[src/rtl/cpu_controller.sv]
// cpu_controller
//   Instruction register plus control FSM driving the datapath control
//   interface. One 16-bit instruction is latched into IR and expanded into a
//   cycle-by-cycle control sequence per s pulse; w is high while idle.
//   All control outputs are Moore outputs decoded from the registered state
//   and IR, so they drop to their idle values as soon as reset_n goes low.
//
//   Optional feature macro: CTRL_ILLEGAL_TRAP_EN
//     defined   : an unknown opcode parks the FSM in S_HALT (illegal=1, w=0)
//                 until reset.
//     undefined : an unknown opcode is a one-cycle NOP; illegal is tied 0.
//
// Ports
//   clk       in   1   rising-edge clock
//   reset_n   in   1   asynchronous active-low reset
//   in        in   16  instruction word
//   load      in   1   latch in into IR (only in S_WAIT)
//   s         in   1   start execution of IR (only in S_WAIT)
//   w         out  1   idle in S_WAIT
//   readnum   out  3   register-file read index
//   writenum  out  3   register-file write index
//   write     out  1   register-file write enable
//   loada     out  1   A register load
//   loadb     out  1   B register load
//   loadc     out  1   C register load
//   loads     out  1   status register load
//   asel      out  1   ALU A input forced to 0
//   bsel      out  1   ALU B input = sximm5 (unused by this ISA subset)
//   shift     out  2   shifter op on B
//   ALUop     out  2   00 add, 01 sub, 10 and, 11 not-B
//   vsel      out  2   writeback source: 00 mdata, 01 sximm8, 10 PC, 11 C
//   sximm8    out  16  sign-extended IR[7:0]
//   sximm5    out  16  sign-extended IR[4:0]
//   illegal   out  1   sticky illegal-opcode flag
module cpu_controller (
  input  logic        clk,
  input  logic        reset_n,
  input  logic [15:0] in,
  input  logic        load,
  input  logic        s,
  output logic        w,
  output logic [2:0]  readnum,
  output logic [2:0]  writenum,
  output logic        write,
  output logic        loada,
  output logic        loadb,
  output logic        loadc,
  output logic        loads,
  output logic        asel,
  output logic        bsel,
  output logic [1:0]  shift,
  output logic [1:0]  ALUop,
  output logic [1:0]  vsel,
  output logic [15:0] sximm8,
  output logic [15:0] sximm5,
  output logic        illegal
);

  typedef enum logic [2:0] {
    S_WAIT,
    S_DECODE,
    S_WB_IMM,
    S_LOAD_A,
    S_LOAD_B,
    S_ALU,
    S_WB
`ifdef CTRL_ILLEGAL_TRAP_EN
    , S_HALT
`endif
  } state_t;

  state_t      state;
  logic [15:0] ir;

  // IR fields
  logic [2:0] opcode;
  logic [1:0] op;
  logic [2:0] rn;
  logic [2:0] rd;
  logic [1:0] sh;
  logic [2:0] rm;

  assign opcode = ir[15:13];
  assign op     = ir[12:11];
  assign rn     = ir[10:8];
  assign rd     = ir[7:5];
  assign sh     = ir[4:3];
  assign rm     = ir[2:0];

  localparam logic [4:0] OP_MOV_IMM = 5'b110_10;
  localparam logic [4:0] OP_MOV_REG = 5'b110_00;
  localparam logic [4:0] OP_ADD     = 5'b101_00;
  localparam logic [4:0] OP_CMP     = 5'b101_01;
  localparam logic [4:0] OP_AND     = 5'b101_10;
  localparam logic [4:0] OP_MVN     = 5'b101_11;

  logic [4:0] opc;
  logic       is_mov_reg;
  logic       is_mvn;
  logic       is_cmp;

  assign opc        = {opcode, op};
  assign is_mov_reg = (opc == OP_MOV_REG);
  assign is_mvn     = (opc == OP_MVN);
  assign is_cmp     = (opc == OP_CMP);

  assign sximm8 = {{8{ir[7]}}, ir[7:0]};
  assign sximm5 = {{11{ir[4]}}, ir[4:0]};

`ifdef CTRL_ILLEGAL_TRAP_EN
  logic illegal_q;
  assign illegal = illegal_q;
`else
  assign illegal = 1'b0;
`endif

  // State and IR. load and s in the same S_WAIT cycle both take effect, so
  // S_DECODE sees the freshly loaded instruction.
  always_ff @(posedge clk or negedge reset_n) begin
    if (!reset_n) begin
      state <= S_WAIT;
      ir    <= '0;
`ifdef CTRL_ILLEGAL_TRAP_EN
      illegal_q <= 1'b0;
`endif
    end else begin
      case (state)
        S_WAIT: begin
          if (load) ir <= in;
          if (s) state <= S_DECODE;
        end
        S_DECODE: begin
          case (opc)
            OP_MOV_IMM:                 state <= S_WB_IMM;
            OP_MOV_REG, OP_MVN:         state <= S_LOAD_B;
            OP_ADD, OP_AND, OP_CMP:     state <= S_LOAD_A;
            default: begin
`ifdef CTRL_ILLEGAL_TRAP_EN
              state     <= S_HALT;
              illegal_q <= 1'b1;
`else
              state <= S_WAIT;
`endif
            end
          endcase
        end
        S_WB_IMM: state <= S_WAIT;
        S_LOAD_A: state <= S_LOAD_B;
        S_LOAD_B: state <= S_ALU;
        S_ALU:    state <= is_cmp ? S_WAIT : S_WB;
        S_WB:     state <= S_WAIT;
`ifdef CTRL_ILLEGAL_TRAP_EN
        S_HALT:   state <= S_HALT;
`endif
        default:  state <= S_WAIT;
      endcase
    end
  end

  // Moore output decode
  always_comb begin
    w        = 1'b0;
    readnum  = '0;
    writenum = '0;
    write    = 1'b0;
    loada    = 1'b0;
    loadb    = 1'b0;
    loadc    = 1'b0;
    loads    = 1'b0;
    asel     = 1'b0;
    bsel     = 1'b0;
    shift    = '0;
    ALUop    = '0;
    vsel     = '0;
    case (state)
      S_WAIT: w = 1'b1;
      S_WB_IMM: begin
        write    = 1'b1;
        writenum = rn;
        vsel     = 2'b01;
      end
      S_LOAD_A: begin
        loada   = 1'b1;
        readnum = rn;
      end
      S_LOAD_B: begin
        loadb   = 1'b1;
        readnum = rm;
        shift   = sh;
      end
      S_ALU: begin
        loadc = !is_cmp;
        loads = is_cmp;
        asel  = is_mov_reg;
        shift = sh;
        if (is_mov_reg)  ALUop = 2'b00;
        else if (is_mvn) ALUop = 2'b11;
        else             ALUop = op;
      end
      S_WB: begin
        write    = 1'b1;
        writenum = rd;
        vsel     = 2'b11;
        shift    = sh;
      end
      default: ;
    endcase
  end

endmodule

[config.mk]
export PLATFORM = sky130hd
export DESIGN_NAME = cpu_controller
export DESIGN_NICKNAME = d
export VERILOG_FILES = /design/src/rtl/cpu_controller.sv
export SDC_FILE = /design/constraint.sdc
export NUM_CORES = 1
export LEC_CHECK = 0
export BUFFER_PORTS_ARGS = -buffer_cell sky130_fd_sc_hd__buf_2
export CAP_MARGIN = 20
export CORE_UTILIZATION = 35
export DETAILED_ROUTE_END_ITERATION = 10
export MAX_ROUTING_LAYER = met4
export PLACE_DENSITY = 0.77
export SLEW_MARGIN = 10
export SYNTH_ARGS = -nofsm -noshare
export SYNTH_HDL_FRONTEND = slang
export SYNTH_SLANG_ARGS = --single-unit
[constraint.sdc]
create_clock -name clk -period 1.7 [get_ports clk]
set_input_delay 0.085 -clock clk [delete_from_list [all_inputs] [get_ports clk]]
set_output_delay 0.085 -clock clk [all_outputs]
set_load 0.02 [all_outputs]
After elaboration in Yosys (flattened, before gate mapping). Cells that the tools add are included.

Bits in registers: 19. Bits in latches: 0. Bits in writable memories: 0. Bits in read-only memories: 0. Output and inout bits: 53. Memories kept: 0.

$add $sub $neg: 0. Multipliers: 0. Div/mod/pow operators: 0. Order comparisons: 0. Equality and inequality tests: 13. Shifts and indexed selects: 0. Mux-type cells: 18. Bitwise operators: 0. Reductions and logical operators: 7.

Operators by type and width (number): $eq 5x5->1 const B (6); $pmux 3 s5 (1); $pmux 3 s2 (2); $eq 3x3->1 const B (3); $pmux 3 s3 (1); $mux 2 (4); $mux 1 (7); $eq 3x2->1 const B (2); $mux 3 (2); $reduce_or 3->1 (2); $pmux 2 s2 (1); $reduce_or 2->1 (2); $eq 3x1->1 const B (1); $logic_not 3->1 (1); $ne 2x2->1 const B (1); $reduce_and 2->1 (1); $logic_not 1->1 (1).

Logic depth before layout (Yosys ltp). Gate-level depths: netlist of run 1.

Word-level depth: 4. Gate-level depth with buffers: 7. Depth with buffers taken out: 4.

Worst setup path before layout of run 1. No wires, ideal clock.

Path kind: reg2out. From: reg state[1]. To: out readnum[0]. Arrival: 1558 ps. Data required time: 1615 ps. Slack: 57 ps. Cell stages (with the launch flop): 4. Path through: dfrtp_1 -> buf_4 -> nor3b_1 -> a22o_1.

Word-level cells in the longest chain between the ends: 2. Elaborated cells between the ends (all ways): 3.

RTL lines: start: declaration (RTL line 72) `state_t state;`; start signal: assignment (RTL line 150) `S_ALU: state <= is_cmp ? S_WAIT : S_WB;`; $eq 3x3->1 / $eq 3x2->1 (equally long branches) (RTL line 175) `case (state)`; $pmux 3 s2 (*) (RTL line 175); end: declaration (RTL line 42) `output logic [2:0] readnum,`.

Every way passes the cells marked *; elsewhere a longest branch is shown, timed or not.

Worst setup path after layout of run 1. Ends and elaborated chain as after synthesis.

==> summary by stage, run 1 <==
Run status
The run finished with clean final reports.

Routing
In this run, the number of DRC markers left after iteration 0 of detailed routing was 18. The first TritonRoute pass finished after 4 iterations. The remaining design rule violation count is 0. The detailed-route via count is around 920.

Dividing the detail-routed wire length by the instance count gives 11.5 um. The routed design has 2380 um of wire. The post-detailed-route via-to-cell ratio is 4.46. The number of nets still failing antenna checks after routing is 0.

Yosys
The average size of a mapped cell is 10.6 sq um. Synthesis inferred 19 register bits. Counting every instance in the synthesized netlist gives around 120.

For this run, the register share of the synthesized area comes to 0.368. During synthesis, Yosys emitted a total of 0 warnings. The share of flip-flops with an asynchronous set or reset after synthesis is 1.00.

The count of flip-flops with a built-in enable after synthesis is 0. The most used flip-flop cell after synthesis is dfrtp_1. The number of different library cells in the post-synthesis netlist is 27. The cell area after synthesis is about 1300 sq um.

Floorplan
The placement row count is 21. The area of the die is 3940 sq um. The die is 62.7 um tall. The total I/O pin count is 73. For this configuration, the core starts out at a cell density of 0.375.

The width of the die is 62.7 um. The core footprint is 3440 sq um.

Timing
The accumulated negative setup slack is 0 ns. Setup repair after global routing left no endpoint under its margin. The clock period could shrink to 1.58 ns.

Based on the critical path, the design can be clocked at up to 0.631 GHz. The number of failing setup endpoints in the final timing report is 0. On the final layout, the worst clock skew is 0.00359 ns. The number of hold violations in the final report is 0.

The number of pins with negative max-slew slack in the final report was 0. Dividing the final minimum period by the clock period gives 0.932.

GRT
In the global route stage, met1 resource usage came out at 0.168. Entering global routing, the biggest net connects 20 pins. For met2 alone, demand over resource in global routing was 0.205. The most crowded layer after global routing is met2. The via count of the first global-routing pass is 797.

The first global-routing pass estimated between 3000 and 4000 um of wire. The global router's overall resource usage is 0.126. For this run the aggregate overflow at the end of global routing stands at 0. The met3 usage in global routing is 0.0128. The number of antenna violations at the first check in global routing was 0.

Job
The tool flagged a number of max-cap violations equal to 0.

Cells and area
The signed area change from the synthesized netlist to the final layout is 13.2%. The most common cell after layout, fill and taps aside is buf_2. The top cell types in the final layout, fill and taps aside, are buf_2 (70), dfrtp_1 (19), mux2_2 (9). The count of nets after finishing is 182.

The total inserted antenna cells is 0. The layout has 345 filler cells. The finished layout holds about 210 standard cells, fillers aside. The fraction of layout cells with a size suffix above 1 is 0.596.

Pwr
The worst-case vdd ir drop is between 0.7 and 0.8 mV. The cell leakage power is roughly 0.78 nW. The ratio of total power to cell area is 2220 nW/um^2.

Clocking
The tree is rooted in a clkbuf_8. In this run, CTS created clock tree buffers numbering 3. The latest clock arrival within the worst-skew pair is 0.25 ns.

Counting along the longest clock path gives a buffer depth of 2. The number of setup buffers added after CTS is 0. The number of clock sinks is 19. The TritonCTS clock tree is built. Clock-pin slew was measured on the worst setup and hold paths at 0.06 ns. In this run the number of H-tree levels came out at 1.

Critical path
For the worst setup path, the data required time is ~1.6 ns. STA classifies the critical path endpoint as an output pin. In this run the worst path has a maximum fanout of 6.

The data arrival time at the worst-slack endpoint is 1.50 ns. The kind of launch point of the worst setup path is a register. By startpoint and endpoint, the worst setup path is classified as reg -> out.

Placement
The congestion estimate from routability-driven global placement came to 0.810. The cell count after placement is 202. The final HPWL from detailed placement is between 1500 and 2000 um. Buffers placed on the I/O ports in this run total 70.

Worst hold path
The path class of the lowest-slack min-delay path is in -> reg.
[layer usage]
metal	part of all wire	wire length [um]	up-vias
met1	0.45	1080	426
met4	0.011	27	0
met5	0	0	-
met3	0.041	98	4
li1	-	-	455
met2	0.49	1170	38
[registers in the layout, indices dropped and copies added, names as in the netlist]
register  flops
state         3
ir           16
[through the flow]
stage | cell area (sq um) | total power, mW | util | hold WS (ns) | setup slack, ns
5_1_grt | 1460 | 3.46 | 0.425 | 0.0552 | 0.00829
3_3_place_gp | 1400 | 2.93 | 0.406 | 0.0548 | 0.199
2_1_floorplan | 1290 | 2.94 | - | -0.211 | 0.0565
4_1_cts | 1460 | 3.29 | 0.424 | 0.0343 | 0.0428
6_report | 1460 | 3.25 | 0.425 | 0.0403 | 0.115
3_5_place_dp | 1400 | 2.96 | 0.406 | 0.0548 | 0.178
[Yosys cell counts, types with 2 or more instances]
| cell type | instances | area, sq um |
|---|---|---|
| a22o_1 | 4 | 35.0 |
| a21oi_1 | 3 | 15.0 |
| nor2b_1 | 3 | 18.8 |
| buf_4 | 36 | 270 |
| nand2_1 | 6 | 22.5 |
| dfrtp_1 | 19 | 475 |
| mux2_4 | 6 | 90.1 |
| nor2_1 | 8 | 30.0 |
| nor3b_1 | 2 | 15.0 |
| buf_12 | 2 | 40.0 |
| mux2_2 | 9 | 101 |
| mux2i_1 | 3 | 30.0 |
| o21ai_0 | 2 | 10.0 |
| inv_1 | 4 | 15.0 |
| and3_1 | 3 | 18.8 |
[report_power, final]
part / switching (mW) / internal (mW) / total (mW)
registers: 0.264 / 0.680 / 0.944
clock network: 0.139 / 0.166 / 0.305
logic: 1.18 / 0.821 / 2.00
total: 1.58 / 1.67 / 3.25
[cell families (layout without fill, tap and decap cells)]
group                  count (synthesis)  in the layout  share of synthesized area
AO/OA/AOI/OAI                         12             12                     0.0707
buffers and inverters                 44             82                      0.265
flip-flops                            19             19                      0.368
multiplexers                          18             18                      0.172
other                                  1              2                    0.00290
AND/OR/NAND/NOR                       28             28                      0.122
[worst paths after layout]
check / slack [ns] / end / startpoint / depth (start not counted)
max: 0.12 / readnum[0] / state[1]$_DFFE_PN0P_ / 4
min: 0.04 / ir[11]$_DFFE_PN0P_ / in[11] / 3
max reg2reg: 0.20 / ir[6]$_DFFE_PN0P_ / state[2]$_DFFE_PN0P_ / 3
min reg2reg: 0.53 / ir[5]$_DFFE_PN0P_ / ir[5]$_DFFE_PN0P_ / 1
max in group asynchronous: 1.10 / ir[0]$_DFFE_PN0P_ / reset_n / 2
min in group asynchronous: 0.30 / ir[2]$_DFFE_PN0P_ / reset_n / 2
[critical path: stages, from the launching register on]
cell and delay (ns):
dfrtp_1 0.43, buf_4 0.18, nor3b_2 0.29, a22o_1 0.20
buf_2 0.16
[final cells by class]
type                            count  area, sq um  share of cell area
Timing Repair Buffer               74          383               0.262
Multi-Input combinational cell     60          485               0.332
Sequential cell                    19          475               0.325
Tap cell                           46         57.6              0.0394
Clock buffer                        4         45.0              0.0308
Inverter                            4         15.0              0.0103
[what timing repair did]
item / in CTS / in global routing
hold buffers: 1 / 0
pin swaps: 0 / 0
gates resized for setup: 1 / 1
setup endpoints to repair: 3 / 3
endpoints found under the hold margin: 19 / 0
Note: power is estimated with default switching activity, not from simulation.
==> run 2, diff against run 1 <==
Settings changed: PLACE_DENSITY 0.77 to not set, PLACE_DENSITY_LB_ADDON set to 0.3.
==> run 2 against run 1 <==
Clock-buffer cell count is 1 lower. Register-to-register slack gained 0.08 ns. Maximum frequency barely moved. Largest cell class unchanged.
==> summary by stage, run 2 (synthesis results as in run 1) <==
Critical path
The launching element of the worst setup path is state[2]$_DFFE_PN0P_. The endpoint identified for the worst register-to-register timing path is ir[9]$_DFFE_PN0P_. The data arrival time at the worst-slack endpoint came to 1.50 ns (about the same).

The reg2reg setup slack was 0.28 ns (+0.08 ns). The data required time of the worst path is 1.62 ns (about the same). The worst-case reg-to-reg path depth is 3 (unchanged).

The slowest stage of the critical path belongs to the cell dfrtp_1. The maximum net fanout on the critical path is 14 (+8). The nature of the critical path endpoint is an output pin. The delay of the slowest cell on the worst path is 0.41 ns (-0.02 ns). The count of buffering cells on the critical path with inverters included was 3 (+1). The kind of launch point of the worst setup path is a register. The setup path with the least slack is of type reg -> out. The critical path's top delay family is buffers and inverters.

Walking the worst path, the cells encountered are buf_6 > nor3b_1 > buf_4 > a22o_1 > buf_2. The beginning of the worst register-to-register path is state[0]$_DFFE_PN0P_.

Timing
The final period utilization is 0.933 (about the same). The worst setup skew after layout is 0.00803 ns (+0.00445 ns). Setup repair after global routing left no endpoint under its margin.

The number of failing setup endpoints in the final timing report is 0 (unchanged). The number of hold violations in the final report is 0 (unchanged). The accumulated negative setup slack is 0 ns (unchanged). The worst hold slack is 0.0422 ns (+0.00195 ns). The post-route worst setup slack came to 0.114 ns (-0.00125 ns). The number of pins with negative max-slew slack in the final report is 0 (unchanged).

The upper clock frequency limit is 0.631 GHz (about the same). The time the final worst path needs with I/O delays and setup came to 1.59 ns (+0.00125 ns).

Clocking
The clock slew at the register clock pins of the worst setup and hold paths came to 0.08 ns (+0.02 ns). The number of clock sinks came to 19 (unchanged). The root buffer cell chosen for the clock tree is clkbuf_8. The buffers inserted during post-CTS setup optimization came to 0 (unchanged). The latest clock arrival within the worst-skew pair is 0.25 ns (about the same).

The TritonCTS clock tree is built. The maximum buffer depth of the clock tree is 2 (unchanged). The number of H-tree levels is 1 (unchanged). The number of buffers added by the clock tree synthesis step came to 3 (unchanged).

GRT
The global router's overall resource usage is 0.124 (-0.00200). The first-pass GRT wire length is 3800 um (-0.89%). The number of antenna violations at the first check in global routing came to 0 (unchanged).

The pin count of the biggest net entering global routing is 20 (unchanged). The via count of the first global-routing pass is 810 (+1.6%). The leftover overflow at the end of global routing is 0 (unchanged).

Worst hold path
The min-delay analysis places its worst path in the category in -> reg. The worst hold path depth came to 3 (unchanged). The hold-critical path endpoint is ir[11]$_DFFE_PN0P_.

The startpoint identified for the worst hold timing path is in[11].

Cells and area
The count of nets after finishing is 183 (+0.55%). In the layout the commonest cells are buf_2 (70), dfrtp_1 (19), mux2_2 (9). The post-route cell area is 1470 sq um (+0.51%).

The most common cell after layout, fill and taps aside is buf_2. The total inserted antenna cells is 0 (unchanged). The fraction of layout cells with a size suffix above 1 is 0.599 (+0.00249). The flip-flop count of the largest register, all copies and words added came to 16 (unchanged). The signed area change from the synthesized netlist to the final layout is 13.8%. The post-route core utilization is 0.427 (+0.00218). The number of fill cells in the layout is 330 (-4.3%).

The register name with the most flops is ir. The post-route non-filler standard cell count was 208 (+0.48%). In the final layout, the registers with the most flip-flops are ir x16, state x3.

Placement
The cell count after placement came to 203 (+0.50%). The final HPWL from detailed placement was 1850 um (-4.0%). The number of port buffers was 70 (unchanged).

The pre-CTS worst setup slack is 0.261 ns (+0.0832 ns). The global placement routability congestion is 0.864 (+6.6%). The post-placement cell area is 1410 sq um (+0.54%).

Routing
The routed wirelength normalized by instance count is 11.5 um (-0.10%). The post-detailed-route via-to-cell ratio is 4.43 (-0.59%). The remaining design rule violation count came to 0 (unchanged). The routed wire length was 2390 um (+0.38%). The number of optimization iterations in the first detailed-route pass is 4 (unchanged). The number of design-rule violations left by the first detailed-router iteration came to 17 (-1). The number of nets still failing antenna checks after routing is 0 (unchanged).

The detailed-route via count is 922 (-0.11%).

Floorplan
The width of the die is 62.7 um (unchanged). The core footprint is 3440 sq um (unchanged). The placement row count is 21 (unchanged). The starting density of the core was 0.375 (unchanged). The total I/O pin count was 73 (unchanged). The height of the die came to 62.7 um (unchanged). The area of the die was 3940 sq um (unchanged).

Pwr
The post-layout total power is 3.28 mW (+0.92%). The cell leakage power is 0.785 nW (+0.85%). The ratio of total power to cell area is 2230 nW/um^2 (+0.41%). The worst-case vdd ir drop is 0.850 mV (+10%).

Run status
The run finished with clean final reports.

Job
The number of max-capacitance violations reported is 0 (unchanged).
## run 2: cell types whose count changed in the layout (fill, tap and decap cells not counted), sizes merged
cell,before,now
buf,73,74
clkbuf,4,3
clkinv,0,1
## run 2: timing repair
action                     CTS  global route
hold buffers                 1             0
setup endpoints to repair    0             3
resized for setup            0             2
hold endpoints to repair    19             0
## run 2: cell type report
type / instances / area (sq um) / share of cell area
sequential: 19 / 475 / 0.324
clock buffer: 3 / 41.3 / 0.0281
timing repair buffer: 75 / 394 / 0.268
inverter: 4 / 15.0 / 0.0102
multi-input combinational: 60 / 480 / 0.327
tap: 46 / 57.6 / 0.0392
clock inverter: 1 / 5.00 / 0.00341
## run 2: worst reg2reg max path: stages (launching register included)
cell and delay [ns]:
dfrtp_1 0.41, nor3_4 0.20, and2_4 0.33, mux2_2 0.37
## run 2: worst max path at each step
| stage | to | slack (ns) | cells past startpoint |
|---|---|---|---|
| detailed placement | ir[2]$_DFFE_PN0P_ | 0.26 | 3 |
| global placement | ir[8]$_DFFE_PN0P_ | 0.32 | 3 |
| finish | readnum[2] | 0.11 | 5 |
| CTS | readnum[1] | 0.08 | 5 |
| floorplan | readnum[0] | 0.06 | 3 |
| global route | readnum[0] | 0.02 | 5 |
## run 2: where the power goes
group | leakage (nW) | switching (mW) | total, mW | internal, mW
registers | 0.227 | 0.254 | 0.934 | 0.680
logic | 0.533 | 1.20 | 2.03 | 0.837
clock network | 0.0255 | 0.149 | 0.311 | 0.163
total | 0.785 | 1.60 | 3.28 | 1.68
## run 2: metal layers
layer  wire length, um  vias up  track usage
li1                  -      451            -
met1              1080      427        0.157
met2              1120       42        0.196
met3               169        2       0.0274
met4                14        0       0.0436
met5                 0        -            -
==> run 3, diff against run 2 <==
Settings changed: PLACE_DENSITY_LB_ADDON 0.3 to 0.12.
==> run 3 against run 2 <==
Hold slack improved by 0.0021 ns. Non-clock buffer count did not move. Global-route usage rose by 1.4 points. Utilization fell by 0.18 points. Clock power rose by 2%. Clock skew fell by 0.0024 ns. Combinational power barely moved. Total power rose by 0.17%. Largest cell class unchanged. Highest routed layer unchanged.
==> summary by stage, run 3 (synthesis results as in run 1) <==
Floorplan
The starting density of the core is 0.375 (unchanged). The placement row count came to 21 (unchanged). The width of the die was 62.7 um (unchanged). The core footprint is 3440 sq um (unchanged). The area of the die is 3940 sq um (unchanged). The total I/O pin count came to 73 (unchanged).

The height of the die is 62.7 um (unchanged).

Timing
The upper clock frequency limit is 0.618 GHz (-1.9%). Setup repair after global routing left no endpoint under its margin. The time the final worst path needs with I/O delays and setup came to 1.62 ns (+0.0310 ns). The number of pins with negative max-slew slack in the final report is 0 (unchanged).

The number of failing setup endpoints in the final timing report is 0 (unchanged). The number of hold violations in the final report is 0 (unchanged). The accumulated negative setup slack was 0 ns (unchanged). The post-route worst setup slack is 0.0831 ns (-0.0310 ns). The worst setup skew after layout came to 0.00558 ns (-0.00245 ns). The final period utilization is 0.951 (+0.0182).

Critical path
Broken down by cell family, the worst path's largest delay share belongs to buffers and inverters. STA classifies the critical path endpoint as an output pin. The critical path is of the reg -> out type. The kind of launch point of the worst setup path is a register. Walking the worst path, the cells encountered are buf_4 > nor3b_1 > buf_4 > a22o_1 > buf_2. The data required time of the worst path is 1.62 ns (about the same). The data arrival time at the worst-slack endpoint is 1.53 ns (+0.03 ns). The count of buffering cells on the critical path with inverters included is 3 (unchanged). The cell that appears most often on the critical path is buf_4.

The delay of the slowest cell on the worst path was 0.41 ns (about the same). The launching element of the worst setup path is state[2]$_DFFE_PN0P_. The worst register-to-register path begins at ir[11]$_DFFE_PN0P_. The slowest stage of the critical path belongs to the cell dfrtp_1. The maximum net fanout on the critical path is 14 (unchanged).

Placement
The global placement routability congestion is 0.807 (-6.6%). The post-placement cell area was 1410 sq um (unchanged). The number of port buffers is 70 (unchanged). The pre-CTS worst setup slack is 0.258 ns (-0.00391 ns).

The final HPWL from detailed placement is 1910 um (+3.0%). The cell count after placement is 203 (unchanged).

Cells and area
The number of fill cells in the layout was 352 (+6.7%). The register name with the most flops is ir. The count of nets after finishing came to 183 (unchanged). The flip-flop count of the largest register, all copies and words added is 16 (unchanged). Leaving out fill and tap cells, the most frequent cell in the layout is buf_2. The post-route non-filler standard cell count was 208 (unchanged). The combined flip-flop and latch cell area is 475 sq um (unchanged). The total inserted antenna cells came to 0 (unchanged). The post-route cell area is 1460 sq um (-0.43%). The library cells used most frequently in the layout, excluding fill and tap cells, are buf_2 (70), dfrtp_1 (19), mux2_2 (9). In the final layout, the registers with the most flip-flops are ir x16, state x3. The signed area change from the synthesized netlist to the final layout is 13.3%. The fraction of layout cells with a size suffix above 1 was 0.593 (-0.00617). The multi-input gate area in the final layout was 478 sq um (-0.52%).

Clocking
The maximum buffer depth of the clock tree is 2 (unchanged). The number of H-tree levels came to 1 (unchanged). The clock slew at the register clock pins of the worst setup and hold paths came to 0.08 ns (about the same). The cell chosen for the clock root is clkbuf_8.

The TritonCTS clock tree is built. The latest clock arrival within the worst-skew pair is 0.25 ns (about the same). The number of clock sinks is 19 (unchanged). The number of buffers added by the clock tree synthesis step was 3 (unchanged).

GRT
The global router's overall resource usage is 0.139 (+0.0141). The pin count of the biggest net entering global routing is 20 (unchanged). The via count of the first global-routing pass came to 889 (+9.8%). The first-pass GRT wire length is 4140 um (+9.1%). The number of antenna violations at the first check in global routing came to 0 (unchanged). The leftover overflow at the end of global routing is 0 (unchanged).

Routing
The number of optimization iterations in the first detailed-route pass is 4 (unchanged). The detailed-route via count came to 936 (+1.5%). The routed wirelength normalized by instance count is 12.0 um (+4.9%). The number of nets still failing antenna checks after routing was 0 (unchanged).

The remaining design rule violation count is 0 (unchanged). The routed wire length is 2500 um (+4.9%). The post-detailed-route via-to-cell ratio is 4.50 (+1.5%). The number of design-rule violations left by the first detailed-router iteration is 8 (-9).

Job
The number of max-capacitance violations reported is 0 (unchanged).

Run status
The flow ran to the end, and the final reports show no timing, DRC or antenna violations.

Pwr
The portion of total power attributed to sequential cells is 0.284 (about the same). The post-layout total power came to 3.28 mW (+0.17%). The internal cell power is 1.67 mW (-0.43%). The combinational power share is 0.619 (about the same). The cell leakage power is 0.784 nW (about the same). The power share of the clock group is 0.096 (about the same). The switching power came to 1.61 mW (+0.81%). The worst-case vdd ir drop is 0.895 mV (+5.3%). The fraction of power spent switching nets is 0.491 (+0.00310). The ratio of total power to cell area is 2240 nW/um^2 (+0.60%).

Worst hold path
The startpoint of the worst hold path is in[12]. The path class of the lowest-slack min-delay path is in -> reg.
-- run 3: cell counts in the layout (fill, tap and decap cells not counted) --
Identical to the previous run, type by type.
-- run 3: cell type report --
type	instances	share of cell area
flip-flops and latches	19	0.325
inverters	4	0.0103
well taps	46	0.0393
repair buffers	75	0.267
clock buffers	3	0.0282
clock inverters	1	0.00342
multi-input cells	60	0.327
-- run 3: power groups by stage --
stage	clock network [mW]	registers, mW	logic, mW
after floorplan	0	0.885	2.06
after global placement	0	0.928	2.04
after detailed placement	0	0.946	2.04
after CTS	0.326	0.940	2.05
after global routing	0.343	0.979	2.18
final	0.316	0.934	2.03
-- run 3: worst paths after layout --
check | end | slack, ns | depth (start not counted)
setup / recovery | readnum[0] | 0.08 | 5
hold / removal | ir[12]$_DFFE_PN0P_ | 0.04 | 3
setup reg to reg | state[1]$_DFFE_PN0P_ | 0.25 | 4
hold reg to reg | ir[3]$_DFFE_PN0P_ | 0.54 | 1
max in group asynchronous | ir[7]$_DFFE_PN0P_ | 1.10 | 2
min in group asynchronous | ir[1]$_DFFE_PN0P_ | 0.30 | 2
-- run 3: what timing repair did --
action / CTS / global route
hold buffers: 1 / 0
hold endpoints to repair: 19 / 0
resized for setup: 0 / 0
setup buffers: 0 / 0
-- run 3: through the flow --
step | utilization | hold WS (ns)
4_1_cts | 0.425 | 0.0407
6_report | 0.425 | 0.0443
5_1_grt | 0.425 | 0.0531
2_1_floorplan | - | -0.211
3_3_place_gp | 0.409 | 0.0522
3_5_place_dp | 0.409 | 0.0519
-- run 3: tightest hold or removal path: stages --
cell	delay, ns
buf_2	0.08
nand2_1	0.04
o21ai_0	0.06
-- run 3: metal layers --
metal	global-route usage	wire length [um]
met5	-	0
met4	0.0581	27
met3	0.0219	133
met2	0.227	1200
met1	0.169	1140
